[src/rtl/mem_arb_pkg.sv]
// Shared types and constants for the block-SRAM arbiter and its pointer search.
package mem_arb_pkg;

  localparam int MAX_CH       = 8;
  localparam int MAX_READ_LAT = 4;

  // Channel-id width, never zero so a single-channel build still has a field.
  function automatic int clog2_min1(input int n);
    return (n <= 1) ? 1 : $clog2(n);
  endfunction

  localparam int CH_ID_W = clog2_min1(MAX_CH);

  typedef logic [CH_ID_W-1:0] ch_id_t;

  typedef struct packed {
    logic   valid;
    ch_id_t id;
  } rd_tag_t;

endpackage

[src/rtl/mem_arb_if.sv]
// Client and memory-side bus of mem_arbiter; slave is the arbiter, master the clients/memory.
interface mem_arb_if #(
  parameter int NUM_CH = 2,
  parameter int ADDR_W = 13,
  parameter int DATA_W = 8
);
  logic [NUM_CH-1:0]        req;
  logic [NUM_CH-1:0]        we;
  logic [NUM_CH*ADDR_W-1:0] addr;
  logic [NUM_CH*DATA_W-1:0] wdata;
  logic [NUM_CH-1:0]        gnt;
  logic [NUM_CH-1:0]        rvalid;
  logic [DATA_W-1:0]        rdata;
  logic                     mem_ce;
  logic                     mem_wre;
  logic [ADDR_W-1:0]        mem_ad;
  logic [DATA_W-1:0]        mem_din;
  logic [DATA_W-1:0]        mem_dout;

  modport slave (
    input  req, we, addr, wdata, mem_dout,
    output gnt, rvalid, rdata, mem_ce, mem_wre, mem_ad, mem_din
  );

  modport master (
    output req, we, addr, wdata, mem_dout,
    input  gnt, rvalid, rdata, mem_ce, mem_wre, mem_ad, mem_din
  );
endinterface

[src/rtl/mem_arbiter_rr_picker.sv]
// Combinational search for the first set request bit at or after ptr, modulo NUM_CH.
module rr_picker #(
  parameter int NUM_CH = 2,
  parameter int ID_W   = 1
) (
  input  logic [NUM_CH-1:0] req,
  input  logic [ID_W-1:0]   ptr,
  output logic              found,
  output logic [ID_W-1:0]   idx
);

  // Scan offsets from farthest to nearest so the nearest hit is the last one written.
  always_comb begin
    found = 1'b0;
    idx   = {ID_W{1'b0}};
    for (int off = NUM_CH - 1; off >= 0; off--) begin
      for (int j = 0; j < NUM_CH; j++) begin
        if ((j == ((int'(ptr) + off) % NUM_CH)) && req[j]) begin
          found = 1'b1;
          idx   = ID_W'(j);
        end else begin
          found = found;
        end
      end
    end
  end

endmodule

[src/rtl/mem_arbiter.sv]
// Round-robin N-channel arbiter for one single-port BSRAM with tagged read return.
// Optional build macro MEM_ARB_CH0_PRIO_EN gives channel 0 absolute priority.
module mem_arbiter
  import mem_arb_pkg::*;
#(
  parameter int NUM_CH   = 2,
  parameter int ADDR_W   = 13,
  parameter int DATA_W   = 8,
  parameter int READ_LAT = 1
) (
  input logic      clk,
  input logic      rst_n,
  mem_arb_if.slave bus
);

  localparam int ID_W = clog2_min1(NUM_CH);

  logic [NUM_CH-1:0] pick_req_s;
  logic              pick_found_s;
  logic [ID_W-1:0]   pick_idx_s;
  logic              prio_s;
  logic              grant_s;
  logic              rr_upd_s;
  logic [ID_W-1:0]   win_s;
  logic [ID_W-1:0]   ptr_nxt_s;
  logic [ID_W-1:0]   rr_ptr_r;
  logic [NUM_CH-1:0] gnt_s;
  logic              win_we_s;
  logic [ADDR_W-1:0] win_ad_s;
  logic [DATA_W-1:0] win_din_s;
  logic [ADDR_W-1:0] last_ad_r;
  logic [DATA_W-1:0] last_din_r;
  logic [NUM_CH-1:0] rvalid_s;
  rd_tag_t           tag_r [READ_LAT];

  // Channel 0 leaves the rotation when it has absolute priority.
  always_comb begin
    pick_req_s = bus.req;
`ifdef MEM_ARB_CH0_PRIO_EN
    pick_req_s[0] = 1'b0;
    prio_s        = bus.req[0];
`else
    prio_s        = 1'b0;
`endif
  end

  rr_picker #(
    .NUM_CH (NUM_CH),
    .ID_W   (ID_W)
  ) u_picker (
    .req   (pick_req_s),
    .ptr   (rr_ptr_r),
    .found (pick_found_s),
    .idx   (pick_idx_s)
  );

  // Winner select, grant decode and issue mux.
  always_comb begin
    grant_s   = rst_n && (prio_s || pick_found_s);
    win_s     = prio_s ? {ID_W{1'b0}} : pick_idx_s;
    rr_upd_s  = grant_s && !prio_s;
    ptr_nxt_s = (win_s == ID_W'(NUM_CH - 1)) ? {ID_W{1'b0}} : win_s + ID_W'(1);
    gnt_s     = {NUM_CH{1'b0}};
    win_we_s  = 1'b0;
    win_ad_s  = {ADDR_W{1'b0}};
    win_din_s = {DATA_W{1'b0}};
    for (int i = 0; i < NUM_CH; i++) begin
      if (win_s == ID_W'(i)) begin
        gnt_s[i]  = grant_s;
        win_we_s  = bus.we[i];
        win_ad_s  = bus.addr[i*ADDR_W +: ADDR_W];
        win_din_s = bus.wdata[i*DATA_W +: DATA_W];
      end else begin
        gnt_s[i]  = 1'b0;
      end
    end
  end

  // Decode the tag leaving the latency pipe into a one-hot return strobe.
  always_comb begin
    rvalid_s = {NUM_CH{1'b0}};
    for (int i = 0; i < NUM_CH; i++) begin
      if (rst_n && tag_r[READ_LAT-1].valid && (tag_r[READ_LAT-1].id == ch_id_t'(i))) begin
        rvalid_s[i] = 1'b1;
      end else begin
        rvalid_s[i] = 1'b0;
      end
    end
  end

  assign bus.gnt     = gnt_s;
  assign bus.mem_ce  = grant_s;
  assign bus.mem_wre = grant_s & win_we_s;
  assign bus.mem_ad  = grant_s ? win_ad_s : last_ad_r;
  assign bus.mem_din = grant_s ? win_din_s : last_din_r;
  assign bus.rvalid  = rvalid_s;
  assign bus.rdata   = bus.mem_dout;

  // Pointer, idle-hold registers and the read-tag pipe that mirrors memory latency.
  always_ff @(posedge clk) begin
    if (!rst_n) begin
      rr_ptr_r   <= {ID_W{1'b0}};
      last_ad_r  <= {ADDR_W{1'b0}};
      last_din_r <= {DATA_W{1'b0}};
      for (int i = 0; i < READ_LAT; i++) begin
        tag_r[i] <= '{valid: 1'b0, id: {CH_ID_W{1'b0}}};
      end
    end else begin
      if (rr_upd_s) begin
        rr_ptr_r <= ptr_nxt_s;
      end
      if (grant_s) begin
        last_ad_r  <= win_ad_s;
        last_din_r <= win_din_s;
      end
      tag_r[0] <= '{valid: grant_s && !win_we_s, id: ch_id_t'(win_s)};
      for (int i = 1; i < READ_LAT; i++) begin
        tag_r[i] <= tag_r[i-1];
      end
    end
  end

endmodule

[src/flat_wrapper.sv]
// flat-port wrapper written by rule: the top's interface ports become plain ports
module mem_arbiter_flat import mem_arb_pkg::*;
#(
  parameter int NUM_CH   = 2,
  parameter int ADDR_W   = 13,
  parameter int DATA_W   = 8,
  parameter int READ_LAT = 1
)
  (clk, rst_n, bus_req, bus_we, bus_addr, bus_wdata, bus_mem_dout, bus_gnt, bus_rvalid, bus_rdata, bus_mem_ce, bus_mem_wre, bus_mem_ad, bus_mem_din);
  mem_arb_if #(.NUM_CH(NUM_CH), .ADDR_W(ADDR_W), .DATA_W(DATA_W)) bus_i ();
  input logic clk;
  input logic rst_n;
  input wire logic [$bits(bus_i.req)-1:0] bus_req;
  input wire logic [$bits(bus_i.we)-1:0] bus_we;
  input wire logic [$bits(bus_i.addr)-1:0] bus_addr;
  input wire logic [$bits(bus_i.wdata)-1:0] bus_wdata;
  input wire logic [$bits(bus_i.mem_dout)-1:0] bus_mem_dout;
  output wire logic [$bits(bus_i.gnt)-1:0] bus_gnt;
  output wire logic [$bits(bus_i.rvalid)-1:0] bus_rvalid;
  output wire logic [$bits(bus_i.rdata)-1:0] bus_rdata;
  output wire logic [$bits(bus_i.mem_ce)-1:0] bus_mem_ce;
  output wire logic [$bits(bus_i.mem_wre)-1:0] bus_mem_wre;
  output wire logic [$bits(bus_i.mem_ad)-1:0] bus_mem_ad;
  output wire logic [$bits(bus_i.mem_din)-1:0] bus_mem_din;
  assign bus_i.req = bus_req;
  assign bus_i.we = bus_we;
  assign bus_i.addr = bus_addr;
  assign bus_i.wdata = bus_wdata;
  assign bus_i.mem_dout = bus_mem_dout;
  assign bus_gnt = bus_i.gnt;
  assign bus_rvalid = bus_i.rvalid;
  assign bus_rdata = bus_i.rdata;
  assign bus_mem_ce = bus_i.mem_ce;
  assign bus_mem_wre = bus_i.mem_wre;
  assign bus_mem_ad = bus_i.mem_ad;
  assign bus_mem_din = bus_i.mem_din;
  mem_arbiter #(.NUM_CH(NUM_CH), .ADDR_W(ADDR_W), .DATA_W(DATA_W), .READ_LAT(READ_LAT)) u_core (.clk(clk), .rst_n(rst_n), .bus(bus_i));
endmodule
[config.mk]
export PLATFORM = sky130hd
export DESIGN_NAME = mem_arbiter_flat
export DESIGN_NICKNAME = d
export VERILOG_FILES = /design/src/rtl/mem_arb_pkg.sv /design/src/rtl/mem_arb_if.sv /design/src/rtl/mem_arbiter_rr_picker.sv /design/src/rtl/mem_arbiter.sv /design/src/flat_wrapper.sv
export SDC_FILE = /design/constraint.sdc
export NUM_CORES = 1
export LEC_CHECK = 0
export CORE_ASPECT_RATIO = 1.75
export CORE_MARGIN = 2
export CORE_UTILIZATION = 43
export DETAILED_ROUTE_END_ITERATION = 6
export GPL_TIMING_DRIVEN = 0
export PLACE_DENSITY = 0.93
export SYNTH_ARGS = -nofsm -noshare
export SYNTH_HDL_FRONTEND = slang
export SYNTH_SLANG_ARGS = --single-unit
export TNS_END_PERCENT = 20
[constraint.sdc]
create_clock -name clk -period 1.7 [get_ports clk]
set_input_delay 0.255 -clock clk [delete_from_list [all_inputs] [get_ports clk]]
set_output_delay 0.255 -clock clk [all_outputs]
set_load 0.03 [all_outputs]
==> metrics.md <==
| Metric | Value |
|---|---|
| Gpl congestion | `0.8092` |
| DP Area | `2954 um2` |
| Final worst-path cycle share | `106.3%` |
| Vias in the first global route | `2596` |
| Final WS setup | `-0.1064 ns` |
| Area Growth Syn to Fin | `49.25%` |
| Clk_lat worst skew | `0.28 ns` |
| WS Path Type | `flip-flop to output port` |
| Placed cell count | `414` |
| Crit Path Max Fanout | `10` |
| Post-layout util | `66.80%` |
| Via count | `2692` |
| Core area | `4666 um2` |
| Port Buffer Count | `80` |
| Final Cell Area | `3117 um2` |
| Crit. End Element | `output port` |
| Crit path DAT | `1.55 ns` |
| Root Driver | `clkbuf_8` |
| WP data required | `1.44 ns` |
| Skew final | `0.003465 ns` |
| I/O pins | `91` |
| Layout cell share with drive strength beyond 1 | `19.95%` |
| Clk slew on worst S/H paths | `0.09 ns` |
| Drt drc | `0` |
| Hold-fix buffers at CTS | `0` |
| Peak VDD IR | `0.6254 mV` |
| Synthesized-area fraction occupied by and/or/nand/nor cells | `28.40%` |
| Clk sinks | `24` |
| Initial Util | `44.76%` |
| Die Y | `96.19 um` |
| Antenna diode count | `0` |
| Post-synthesis sequential area ratio | `23.01%` |
| First-pass GRT wire length | `11.95 mm` |
| Final ANT Viol Nets | `0` |
| Mapped Nets | `338` |
| Startpoint types | `flip-flop` |
| Worst-case clock buffer depth | `2` |
| Adder-cell area share of the yosys netlist | `0%` |
| All-layer global routing usage | `27.31%` |
| Cell Count, Final, Fillers Out | `423` |
| Row count | `33` |
| Setup WS pre-CTS | `-0.9218 ns` |
| Mapped Area | `2088 um2` |
| Iteration-0 DRC Markers | `158` |
| H-tree depth | `1` |
| Status | `finished, violations left` |
| Largest net degree at the start of global routing | `14` |
| CTS Buf Count | `3` |
| Final setup fails | `22` |
| Avg Cell Area, Syn | `7.405 um2` |
| Post-synthesis mux area share | `0%` |
| Pwr dens | `643.7 nW/um2` |
| #FFs+latches synth | `24` |
| Worst Hold Class | `input port to flip-flop` |
| Routed wire length | `7.656 mm` |
| Xor and xnor area share after synthesis | `0%` |
| Antenna violations before repair | `0` |
| Die area | `5452 um2` |
| Detail Placement HPWL | `5.326 mm` |
| CTS tree | `done` |
| Fin. max-slew vios | `0` |
| Die Wd | `56.68 um` |
| Total grt overflow | `0` |
| Actual slew at the worst max-slew pin | `0.5880 ns` |
| Hold WS | `0.3602 ns` |
| Largest family of logic cells by synthesized area | `compound AO/OA/AOI/OAI gates` |
| Count of cell types in the netlist | `25` |
| Max_slew headroom | `60.80%` |
| Vias/cell | `6.364` |
| Fin. Hold Viols | `0` |
| Static Leakage | `0.001351 uW` |
| Nets | `428` |
| Failing checks | `setup timing` |
| Final min period | `1.806 ns` |
| Per-cell routed wire length | `18.10 um` |
| Drt first pass iters | `5` |
| Synth Area in Compound Gates | `32.17%` |
| Synth Instances | `282` |
| Synth warn | `0` |
| RSZ-0062 raised after global routing | `yes` |
| Max-cap viol count | `0` |
| Max frequency | `0.5536 GHz` |
==> path summary, 6_finish.rpt <==
kind                                   startpoint                              end  slack [ns]  cells after the start
hold / removal                         bus_req[1]    u_core.tag_r[0][1]$_SDFF_PN0_        0.36                      3
hold reg to reg   u_core.last_din_r[5]$_SDFF_PN0_  u_core.last_din_r[5]$_SDFF_PN0_        0.56                      2
setup / recovery     u_core.rr_ptr_r$_SDFFE_PN0P_                   bus_mem_ad[11]       -0.11                      5
setup reg to reg     u_core.rr_ptr_r$_SDFFE_PN0P_   u_core.last_ad_r[0]$_SDFF_PN0_        0.40                      5
==> layout by cell type, fill, tap and decap left out <==
cell type,instances
buf_6,27
buf_4,19
o2111a_1,19
clkdlybuf4s15_1,2
inv_1,20
nor2b_4,1
clkdlybuf4s50_1,52
o22ai_1,18
clkdlybuf4s15_2,2
and3_4,1
dfxtp_4,1
clkbuf_1,5
a21oi_1,26
and3_1,3
dfxtp_1,23
clkbuf_4,1
nand2b_1,19
buf_8,1
nor2b_1,1
inv_2,1
nand2_1,21
nor2_1,3
or3_1,19
buf_12,2
a211o_1,19
o21ai_0,5
nand3_1,39
buf_2,10
o21ai_1,1
o22ai_2,1
clkbuf_8,5
a31oi_1,2
nand2b_4,2
==> repair_timing <==
action / CTS / global route
setup buffers: 4 / 2
hold endpoints to repair: 0 / 0
pin swaps: 15 / 8
gates resized for setup: 179 / 9
endpoints found under the setup margin: 27 / 27
==> cell usage after synthesis <==
cell	instances	area, um2
a211o_1	19	166.4
a21oi_1	26	130.1
a31oi_1	2	12.51
and3_1	3	18.77
and3_4	1	11.26
buf_12	1	20.02
buf_2	11	55.05
buf_4	11	82.58
buf_6	7	78.83
clkbuf_1	6	22.52
clkbuf_2	1	5.000
dfxtp_1	24	480.5
inv_1	20	75.07
inv_2	1	3.750
nand2_1	21	78.83
nand2b_1	20	125.1
nand2b_4	1	13.76
nand3_1	39	195.2
nor2_1	3	11.26
nor2b_1	1	6.260
nor2b_4	1	13.76
o2111a_1	19	214.0
o21ai_0	6	30.03
o22ai_1	19	118.9
or3_1	19	118.9
==> critical path: stages, from the launching register on <==
cell,delay [ns]
dfxtp_4,0.37
nand2b_4,0.15
and3_4,0.17
buf_8,0.14
a211o_1,0.30
buf_6,0.15
==> where the power goes <==
part / switching (uW) / total (uW) / internal [uW]
registers: 25.6 / 633 / 607
logic: 507 / 967 / 460
clock network: 199 / 406 / 208
total: 731 / 2010 / 1270
==> registers in the layout, summed over array words and instances (netlist names) <==
register	count
u_core.last_ad_r	13
u_core.last_din_r	8
u_core.rr_ptr_r	1
u_core.tag_r	2
==> final cells by class <==
| cell class | count | area [um2] |
|---|---|---|
| fill | 373 | 1549 |
| multi-input combinational | 200 | 1279 |
| timing repair buffer | 86 | 869.6 |
| sequential | 24 | 484.2 |
| buffer | 36 | 285.3 |
| inverter | 21 | 78.83 |
| tap | 52 | 65.06 |
| clock buffer | 4 | 55.05 |
==> stage by stage <==
stage	total power, uW	setup TNS (ns)
after floorplan	1176	0
after global placement	1523	-20.80
after detailed placement	1541	-21.52
after CTS	1978	-1.597
after global routing	2082	-2.035
final	2006	-1.528
==> kinds of logic (layout without fill, tap and decap cells) <==
group                  count (synthesis)  in the layout
AO/OA/AOI/OAI                         91             91
buffers and inverters                 58            147
flip-flops                            24             24
AND/OR/NAND/NOR                      109            109
==> metal layers <==
metal  global-route usage, %  routed length [um]  vias up
li1                        -                   -     1209
met1                   29.78                2676     1246
met2                   50.68                4036      204
met3                   3.495                 665       33
met4                   13.89                 277        0
met5                       0                   0        -
(Power assumes the default switching activity.)
